<file path="config.mk">
export PLATFORM = sky130hd
export DESIGN_NAME = acc_bank
export DESIGN_NICKNAME = d
export VERILOG_FILES = /design/src/rtl/acc_pkg.sv /design/src/rtl/acc_alu_core.sv /design/src/rtl/acc_bank.sv
export SDC_FILE = /design/constraint.sdc
export NUM_CORES = 1
export LEC_CHECK = 0
export CORE_UTILIZATION = 55
export DETAILED_ROUTE_END_ITERATION = 12
export GPL_ROUTABILITY_DRIVEN = 0
export GPL_TIMING_DRIVEN = 0
export PLACE_DENSITY_LB_ADDON = 0.25
export SYNTH_ARGS = -nofsm -noshare
export SYNTH_HDL_FRONTEND = slang
export SYNTH_SLANG_ARGS = --single-unit
export TNS_END_PERCENT = 50
</file>
<file path="constraint.sdc">
create_clock -name CLK -period 5.5 [get_ports CLK]
set_input_delay 1.1 -clock CLK [delete_from_list [all_inputs] [get_ports CLK]]
set_output_delay 1.1 -clock CLK [all_outputs]
set_load 0.05 [all_outputs]
</file>
<file path="src/rtl/acc_pkg.sv">
// rtl/acc_pkg.sv - op codes, operand-source selects and shift FSM state for the accumulator bank
package acc_pkg;

  localparam logic [2:0] OP_NOP  = 3'd0;
  localparam logic [2:0] OP_LOAD = 3'd1;
  localparam logic [2:0] OP_ADD  = 3'd2;
  localparam logic [2:0] OP_SUB  = 3'd3;
  localparam logic [2:0] OP_CLR  = 3'd4;
  localparam logic [2:0] OP_SHL  = 3'd5;
  localparam logic [2:0] OP_SHR  = 3'd6;

  localparam logic [1:0] SRC_IMM  = 2'd0;
  localparam logic [1:0] SRC_REG  = 2'd1;
  localparam logic [1:0] SRC_ALU  = 2'd2;
  localparam logic [1:0] SRC_ZERO = 2'd3;

  typedef enum logic {
    IDLE  = 1'b0,
    SHIFT = 1'b1
  } state_e;

endpackage

</file>
<file path="src/rtl/acc_alu_core.sv">
// rtl/acc_alu_core.sv - combinational result/flag generation for one accumulator op
// Shift ops here are a single 1-bit step; the top sequences multi-bit shifts.
module acc_alu_core
  import acc_pkg::*;
#(
  parameter int W   = 8,
  parameter bit SAT = 1'b0
) (
  input  logic [W-1:0] acc_i,
  input  logic [W-1:0] opnd_i,
  input  logic [2:0]   op_i,
  output logic [W-1:0] result_o,
  output logic         z_o,
  output logic         c_o,
  output logic         v_o
);

  logic [W:0] sum;
  logic [W:0] diff;

  always_comb begin
    sum      = {1'b0, acc_i} + {1'b0, opnd_i};
    diff     = {1'b0, acc_i} - {1'b0, opnd_i};
    result_o = acc_i;
    c_o      = 1'b0;
    v_o      = 1'b0;
    case (op_i)
      OP_LOAD: result_o = opnd_i;
      OP_ADD: begin
        c_o      = sum[W];
        v_o      = (acc_i[W-1] == opnd_i[W-1]) && (sum[W-1] != acc_i[W-1]);
        result_o = (SAT && sum[W]) ? '1 : sum[W-1:0];
      end
      OP_SUB: begin
        c_o      = diff[W];
        v_o      = (acc_i[W-1] != opnd_i[W-1]) && (diff[W-1] != acc_i[W-1]);
        result_o = (SAT && diff[W]) ? '0 : diff[W-1:0];
      end
      OP_CLR: result_o = '0;
      OP_SHL: begin
        result_o = {acc_i[W-2:0], 1'b0};
        c_o      = acc_i[W-1];
      end
      OP_SHR: begin
        result_o = {1'b0, acc_i[W-1:1]};
        c_o      = acc_i[0];
      end
      default: ;
    endcase
    // Z always reflects what gets stored, so saturation is already folded in.
    z_o = (result_o == '0);
  end

endmodule

</file>
<file path="src/rtl/acc_bank.sv">
// rtl/acc_bank.sv - bank of NUM_ACC accumulators with registered Z/C/V flags and a multi-cycle shifter
module acc_bank
  import acc_pkg::*;
#(
  parameter int  W       = 8,
  parameter int  IMM_W   = 4,
  parameter int  NUM_ACC = 4,
  parameter int  SH_W    = 3,
  parameter bit  SAT     = 1'b0,
  localparam int AW      = $clog2(NUM_ACC)
) (
  input  logic             CLK,
  input  logic             CLB,
  input  logic [IMM_W-1:0] imm_in,
  input  logic [W-1:0]     reg_in,
  input  logic [W-1:0]     alu_in,
  input  logic [1:0]       src_sel,
  input  logic [2:0]       op,
  input  logic             op_valid,
  output logic             op_ready,
  input  logic [AW-1:0]    acc_sel,
  input  logic [SH_W-1:0]  shamt,
  input  logic [AW-1:0]    rd_sel,
  output logic [W-1:0]     rd_data,
  output logic             flag_z,
  output logic             flag_c,
  output logic             flag_v
);

  state_e            state_q, state_d;
  logic [W-1:0]      acc_q [NUM_ACC];
  logic [W-1:0]      acc_d [NUM_ACC];
  logic [SH_W-1:0]   cnt_q, cnt_d;
  logic [AW-1:0]     sh_sel_q, sh_sel_d;
  logic              sh_right_q, sh_right_d;
  logic              z_q, z_d, c_q, c_d, v_q, v_d;

  logic              accept, shifting, last_shift, shift_start;
  logic [W-1:0]      opnd;
  logic [AW-1:0]     core_sel;
  logic [2:0]        core_op;
  logic [W-1:0]      core_res;
  logic              core_z, core_c, core_v;

  assign accept      = op_valid && op_ready;
  assign shifting    = (state_q == SHIFT);
  assign last_shift  = shifting && (cnt_q == SH_W'(1));
  assign shift_start = accept && ((op == OP_SHL) || (op == OP_SHR)) && (shamt != '0);

  always_comb begin
    opnd = '0;
    case (src_sel)
      SRC_IMM:  opnd = {{(W-IMM_W){1'b0}}, imm_in};
      SRC_REG:  opnd = reg_in;
      SRC_ALU:  opnd = alu_in;
      default:  opnd = '0;
    endcase
  end

  // While shifting, the core is steered to the latched target and direction.
  assign core_sel = shifting ? sh_sel_q : acc_sel;
  assign core_op  = shifting ? (sh_right_q ? OP_SHR : OP_SHL) : op;

  acc_alu_core #(.W(W), .SAT(SAT)) u_core (
    .acc_i    (acc_q[core_sel]),
    .opnd_i   (opnd),
    .op_i     (core_op),
    .result_o (core_res),
    .z_o      (core_z),
    .c_o      (core_c),
    .v_o      (core_v)
  );

  always_ff @(posedge CLK or negedge CLB) begin
    if (!CLB) state_q <= IDLE;
    else      state_q <= state_d;
  end

  always_comb begin
    state_d = state_q;
    case (state_q)
      IDLE:    if (shift_start) state_d = SHIFT;
      SHIFT:   if (last_shift)  state_d = IDLE;
      default: state_d = IDLE;
    endcase
  end

  always_comb begin
    op_ready = (state_q == IDLE);
  end

  always_comb begin
    acc_d      = acc_q;
    z_d        = z_q;
    c_d        = c_q;
    v_d        = v_q;
    cnt_d      = cnt_q;
    sh_sel_d   = sh_sel_q;
    sh_right_d = sh_right_q;
    if (shifting) begin
      acc_d[sh_sel_q] = core_res;
      c_d             = core_c;
      cnt_d           = cnt_q - SH_W'(1);
      if (last_shift) begin
        z_d = core_z;
        v_d = core_v;
      end
    end else if (accept) begin
      case (op)
        OP_LOAD, OP_ADD, OP_SUB, OP_CLR: begin
          acc_d[acc_sel] = core_res;
          z_d            = core_z;
          c_d            = core_c;
          v_d            = core_v;
        end
        OP_SHL, OP_SHR: begin
          if (shamt != '0) begin
            cnt_d      = shamt;
            sh_sel_d   = acc_sel;
            sh_right_d = (op == OP_SHR);
          end
        end
        default: ;
      endcase
    end
  end

  always_ff @(posedge CLK or negedge CLB) begin
    if (!CLB) begin
      for (int i = 0; i < NUM_ACC; i++) acc_q[i] <= '0;
      z_q        <= 1'b0;
      c_q        <= 1'b0;
      v_q        <= 1'b0;
      cnt_q      <= '0;
      sh_sel_q   <= '0;
      sh_right_q <= 1'b0;
    end else begin
      acc_q      <= acc_d;
      z_q        <= z_d;
      c_q        <= c_d;
      v_q        <= v_d;
      cnt_q      <= cnt_d;
      sh_sel_q   <= sh_sel_d;
      sh_right_q <= sh_right_d;
    end
  end

  assign rd_data = acc_q[rd_sel];
  assign flag_z  = z_q;
  assign flag_c  = c_q;
  assign flag_v  = v_q;

endmodule

</file>
==> metrics, run 1 <==
WHS Path Cells 1; DR vias/cell 6.33; Synth top area share a little under a third; worst-path fanout max 10; dpl cells 469; Worst-path clk slew 0.08 ns; Syn. warnings 0; Die Y approximately 80 um; Sinks on Clock Net 42; total power 2.23 mW; cts repair resizes 0; fmax about 0.19 GHz; Initial DRC Count 208; HPWL reported at the end of detailed placement between 6 and 7 mm; Vias ~3,000; CTS tree built; Remaining DRCs 0; largest net degree at the start of global routing 43; wire per inst 18.2 um; final net count between 400 and 500; largest family of logic cells by synthesized area multiplexers; max-slew violation count 0; type of the tightest min-delay check reg -> reg; worst-margin pin slew a little over 0.8 ns; R2R Setup Slk roughly 1.1 ns; XOR/XNOR Fraction of Synth Area around 1.0%; Worst Setup SP acc_sel[1]; # hold bufs at CTS 0; hold_ws 0.482 ns; Core Util, Final slightly below 70%; Synth Area in Simple Gates about an eighth; core area between 5000 and 6000 um2; post-synthesis mux area share roughly a quarter; launching point of the worst reg2reg path shifting; Fill cells about 480; Rows 28; Total Wirelength roughly 8.7 mm; global route overflow 0; Final Non-Filler Cells about 480; pwr/cell area 546 nW/um2; area leader, netlist dfrtp_1; CTS Buf Count 5; Antenna Nets Post-Route 0; Mean Syn Cell Area between 9 and 10 um2; Worst Reg-to-Reg Cells 12; Synth Area in Compound Gates between 10% and 20%; die area ~6600 um2; Leak roughly 1.8 nW; count leader, synth dfrtp_1; Synth Area in Adders 8.05%; Max clock buf depth 2; worst rel slew slack a little under half; CP Launch Type input pin; min cycle time layout between 5 and 6 ns; Post-synth top cells dfrtp_1 (42), mux2_2 (35), nand2_1 (27); CP Class in -> reg; max_cap viols 0; clk_lat worst skew roughly 0.3 ns; period utilization 94.1%; number of synthesized flops with an enable pin 0; critical path capture point type flip-flop; hold_sp cnt_q[0]; htree depth 2; Worst Path Required ~5.7 ns; starting density of the core 57.6%; initial antenna violation count 0; peak supply drop 359 uV; Place WS 0.0317 ns; layout overhead on the synthesized area 18.5%; total track usage 29.5%; #FFs+latches synth 42; RSZ-0062 raised after global routing false; sequential area share after synthesis a little under a third; IO Count 47; endpoints failing hold 0; placed cell areas between 3000 and 4000 um2; clk root buf clkbuf_8; Setup Buffers After CTS 0; post-route setup slack ~0.33 ns; Final Skew approximately 0.0046 ns; number of global-route vias before repair just under 3,000; cell area after layout roughly 4100 um2; Post-synth ARST share between 90% and 100%; endpoints failing setup 0; PortBufs 42; commonest register cell after synthesis dfrtp_1; multi-input gate area in the final layout about 2200 um2; global-route wire length before repair 14.5 mm; share of post-route cells with drive strength above 1 15.4%; DR pass1 iterations 5; Post-Route Setup TNS 0 ns; outcome finished, final reports clean; post-synthesis net count between 400 and 500; n_diodes 0; CP Data Arrival Time between 5 and 6 ns; count of different cell masters after synthesis 53; Synth Instances ~350; top post-synthesis cells by area dfrtp_1 (30%), mux2_2 (11%), mux4_2 (9.1%); synthesized cell area 3450 um2; register area 1050 um2; Chip Width 81.2 um
routing by layer:
layer / vias to the layer above / routed length, um / global-route usage (%)
met5: - / 0 / 0
met4: 0 / 255 / 13.6
met3: 18 / 415 / 3.93
met2: 110 / 4230 / 49.2
met1: 1465 / 3780 / 38.0
li1: 1427 / - / -
critical path, stage by stage:
cell and delay [ns]:
clkdlybuf4s50_1 0.48, mux2i_1 0.39, clkbuf_1 0.56, mux4_2 0.50, ha_1 0.33, clkbuf_1 0.25, inv_1 0.10, and3_1 0.15
o21ai_0 0.17, a31oi_1 0.21, or4_1 0.55, or3_1 0.36, o41ai_2 0.20
cells by family after synthesis:
group,Yosys count
AND/OR/NAND/NOR,91
adder cells (fa/ha/maj),21
buffers and inverters,39
multiplexers,66
XOR/XNOR,4
AO/OA/AOI/OAI,88
flip-flops,42
report_power, final:
group / total, mW / internal [mW] / switching [mW]
Sequential: 0.538 / 0.438 / 0.100
Clock: 0.243 / 0.135 / 0.107
Combinational: 1.45 / 0.621 / 0.833
flip-flops by register name, summed over array words and instances (netlist names):
| name | flops |
|---|---|
| acc_q | 32 |
| cnt_q | 3 |
| flag_c | 1 |
| flag_v | 1 |
| flag_z | 1 |
| sh_right_q | 1 |
| sh_sel_q | 2 |
| shifting | 1 |
layout by cell type, fill, tap and decap left out, drive strengths merged, types with 15 or more instances in the layout:
master | synthesis | routed
clkbuf | 12 | 18
clkdlybuf4s50 | 0 | 41
dfrtp | 42 | 42
ha | 19 | 19
inv | 23 | 23
mux2 | 35 | 35
mux2i | 17 | 17
nand2 | 27 | 27
nor2 | 18 | 18
nor3 | 15 | 15
o21ai | 20 | 20
cell type report:
cell class                 instances  share of cell area (%)
sequential                        42                    25.7
inverter                          23                    2.11
clock inverter                     2                   0.918
timing repair buffer              43                    10.6
tap                               75                    2.29
buffer                            16                    1.65
multi-input combinational        270                    54.9
clock buffer                       6                    1.77
path summary, 6_finish.rpt:
path	endpoint
worst max register to register	flag_z
worst min-delay path	cnt_q[0]
max in group asynchronous	flag_z
min in group asynchronous	sh_sel_q[0]
worst max-delay path	flag_z
worst min register to register	cnt_q[0]
(Power assumes the default switching activity.)
==> run 2: changes to the inputs <==
DONT_BUFFER_PORTS = 1   (was not set)
==> run 2 against run 1 <==
Combinational power shrank 9%; die area unchanged; wire length down 6.6%; clock skew is 0.0029 ns higher; sequential share of layout area is 3.3 points higher; via count shrank 5.9%; non-clock buffer count down 43; maximum frequency grew 9.8%; clock power shrank 23%; critical path type unchanged; largest cell class unchanged; highest routed layer unchanged.
==> metrics, run 2 (synthesized netlist as in run 1, its figures left out) <==
Antenna Nets Post-Route 0 (unchanged); global-route wire length before repair 13.0 mm (-9.8%); critical path capture point type flip-flop; max_cap viols 0 (unchanged); Leak 1.60 nW (-10%); Initial DRC Count 152 (-27%); cts repair resizes 0 (unchanged); Largest regs acc_q (32), cnt_q (3), sh_sel_q (2); outcome finished, final reports clean; CP Class in -> reg; hold_sp cnt_q[0]; worst rel slew slack 31.9% (-13 points); Total Wirelength 8.12 mm (-6.6%); layout overhead on the synthesized area 5.01%; clk root buf clkbuf_8; PortBufs 0 (-100%); # hold bufs at CTS 0 (unchanged); peak supply drop 299 uV (-17%); global route overflow 0 (unchanged); pwr/cell area 571 nW/um2 (+4.5%); most frequent cells in the layout dfrtp_1 (42), mux2_2 (35), nand2_1 (27), inv_1 (23); Place WS 0.534 ns (+0.502 ns); Rows 28 (unchanged); CP Launch Type input pin; worst-margin pin slew 1.02 ns (+0.202 ns); DR pass1 iterations 5 (unchanged); die area 6590 um2 (unchanged); DR vias/cell 6.56 (+3.6%); WHS Path Cells 1 (unchanged); number of global-route vias before repair 2,728 (-8.4%); CTS Buf Count 5 (unchanged); type of the tightest min-delay check reg -> reg; Worst-path clk slew 0.08 ns (about the same); n_diodes 0 (unchanged); worst-path fanout max 10 (unchanged); fmax 0.212 GHz (+9.8%); Final Skew 0.00751 ns (+0.00291 ns); Die Y 81.2 um (unchanged); endpoints failing hold 0 (unchanged); total power 2.07 mW (-7.4%); Worst Reg-to-Reg Cells 12 (unchanged); Chip Width 81.2 um (unchanged); starting density of the core 57.6% (unchanged); clk_lat worst skew 0.29 ns (about the same); largest net degree at the start of global routing 43 (unchanged); Max clock buf depth 2 (unchanged); share of post-route cells with drive strength above 1 16.8% (+1.3 points); Sinks on Clock Net 42 (unchanged); Setup Buffers After CTS 0 (unchanged); Most flops, register acc_q; max-slew violation count 0 (unchanged); CTS tree built; post-route setup slack 0.789 ns (+0.463 ns); launching point of the worst reg2reg path shifting; min cycle time layout 4.71 ns (-0.463 ns); most common cell after layout, fill and taps aside dfrtp_1; Largest register FFs 32 (unchanged); Remaining DRCs 0 (unchanged); Worst Setup SP acc_sel[1]; RSZ-0062 raised after global routing false; Vias 2,841 (-5.9%); Post-Route Setup TNS 0 ns (unchanged); CP Data Arrival Time 4.90 ns (-0.47 ns); Fill cells 522 (+9.9%); core area 5990 um2 (unchanged); period utilization 85.6% (-8.4 points); Worst Path Required 5.69 ns (about the same); endpoints failing setup 0 (unchanged); final net count 414 (-9.4%); total track usage 26.4% (-3.0 points); wire per inst 18.7 um (+2.9%); HPWL reported at the end of detailed placement 6.23 mm (-7.5%); initial antenna violation count 0 (unchanged); IO Count 47 (unchanged); htree depth 2 (unchanged)
-- run 2: worst paths after layout --
| check | endpoint | slack, ns |
|---|---|---|
| max in group asynchronous | acc_q[7] | 4.91 |
| worst min-delay path | cnt_q[0] | 0.48 |
| worst min register to register | cnt_q[0] | 0.48 |
| worst max-delay path | flag_z | 0.79 |
| worst max register to register | flag_z | 1.06 |
| min in group asynchronous | acc_q[26] | 0.50 |
-- run 2: critical path, stage by stage --
cell	delay (ns)
mux2i_1	0.38
clkbuf_1	0.58
mux4_2	0.50
ha_1	0.31
clkbuf_1	0.25
inv_1	0.12
and3_1	0.16
o21ai_0	0.17
a31oi_1	0.21
or4_1	0.55
or3_1	0.36
o41ai_2	0.21
-- run 2: final cells by class --
| class | instances | area [um2] | share of cell area, % |
|---|---|---|---|
| multi-input combinational | 270 | 2240 | 62.0 |
| sequential | 42 | 1050 | 29.0 |
| tap | 75 | 93.8 | 2.59 |
| inverter | 23 | 86.3 | 2.38 |
| clock buffer | 5 | 68.8 | 1.90 |
| buffer | 16 | 67.6 | 1.87 |
| clock inverter | 2 | 10.0 | 0.276 |
-- run 2: metal layers --
metal / global-route usage [%] / vias up / share of wire (%) / routed length [um]
li1: - / 1338 / - / -
met1: 34.0 / 1385 / 45 / 3620
met2: 44.9 / 101 / 47 / 3850
met3: 3.71 / 17 / 5.1 / 417
met4: 10.4 / 0 / 2.8 / 231
met5: 0 / - / 0 / 0
-- run 2: per-stage QoR --
step           hold slack, ns  area [um2]  util (%)  instances
2_1_floorplan           0.446        3450         -        351
4_1_cts                 0.480        3620      60.5        433
3_3_place_gp            0.464        3540      59.1        426
3_5_place_dp            0.466        3540      59.1        426
6_report                0.483        3620      60.5        433
5_1_grt                 0.482        3620      60.5        433
-- run 2: report_power, final --
group / switching, mW / leakage [nW] / internal (mW)
clock network: 0.101 / 0.0438 / 0.0852
registers: 0.128 / 0.540 / 0.437
logic: 0.774 / 1.02 / 0.543
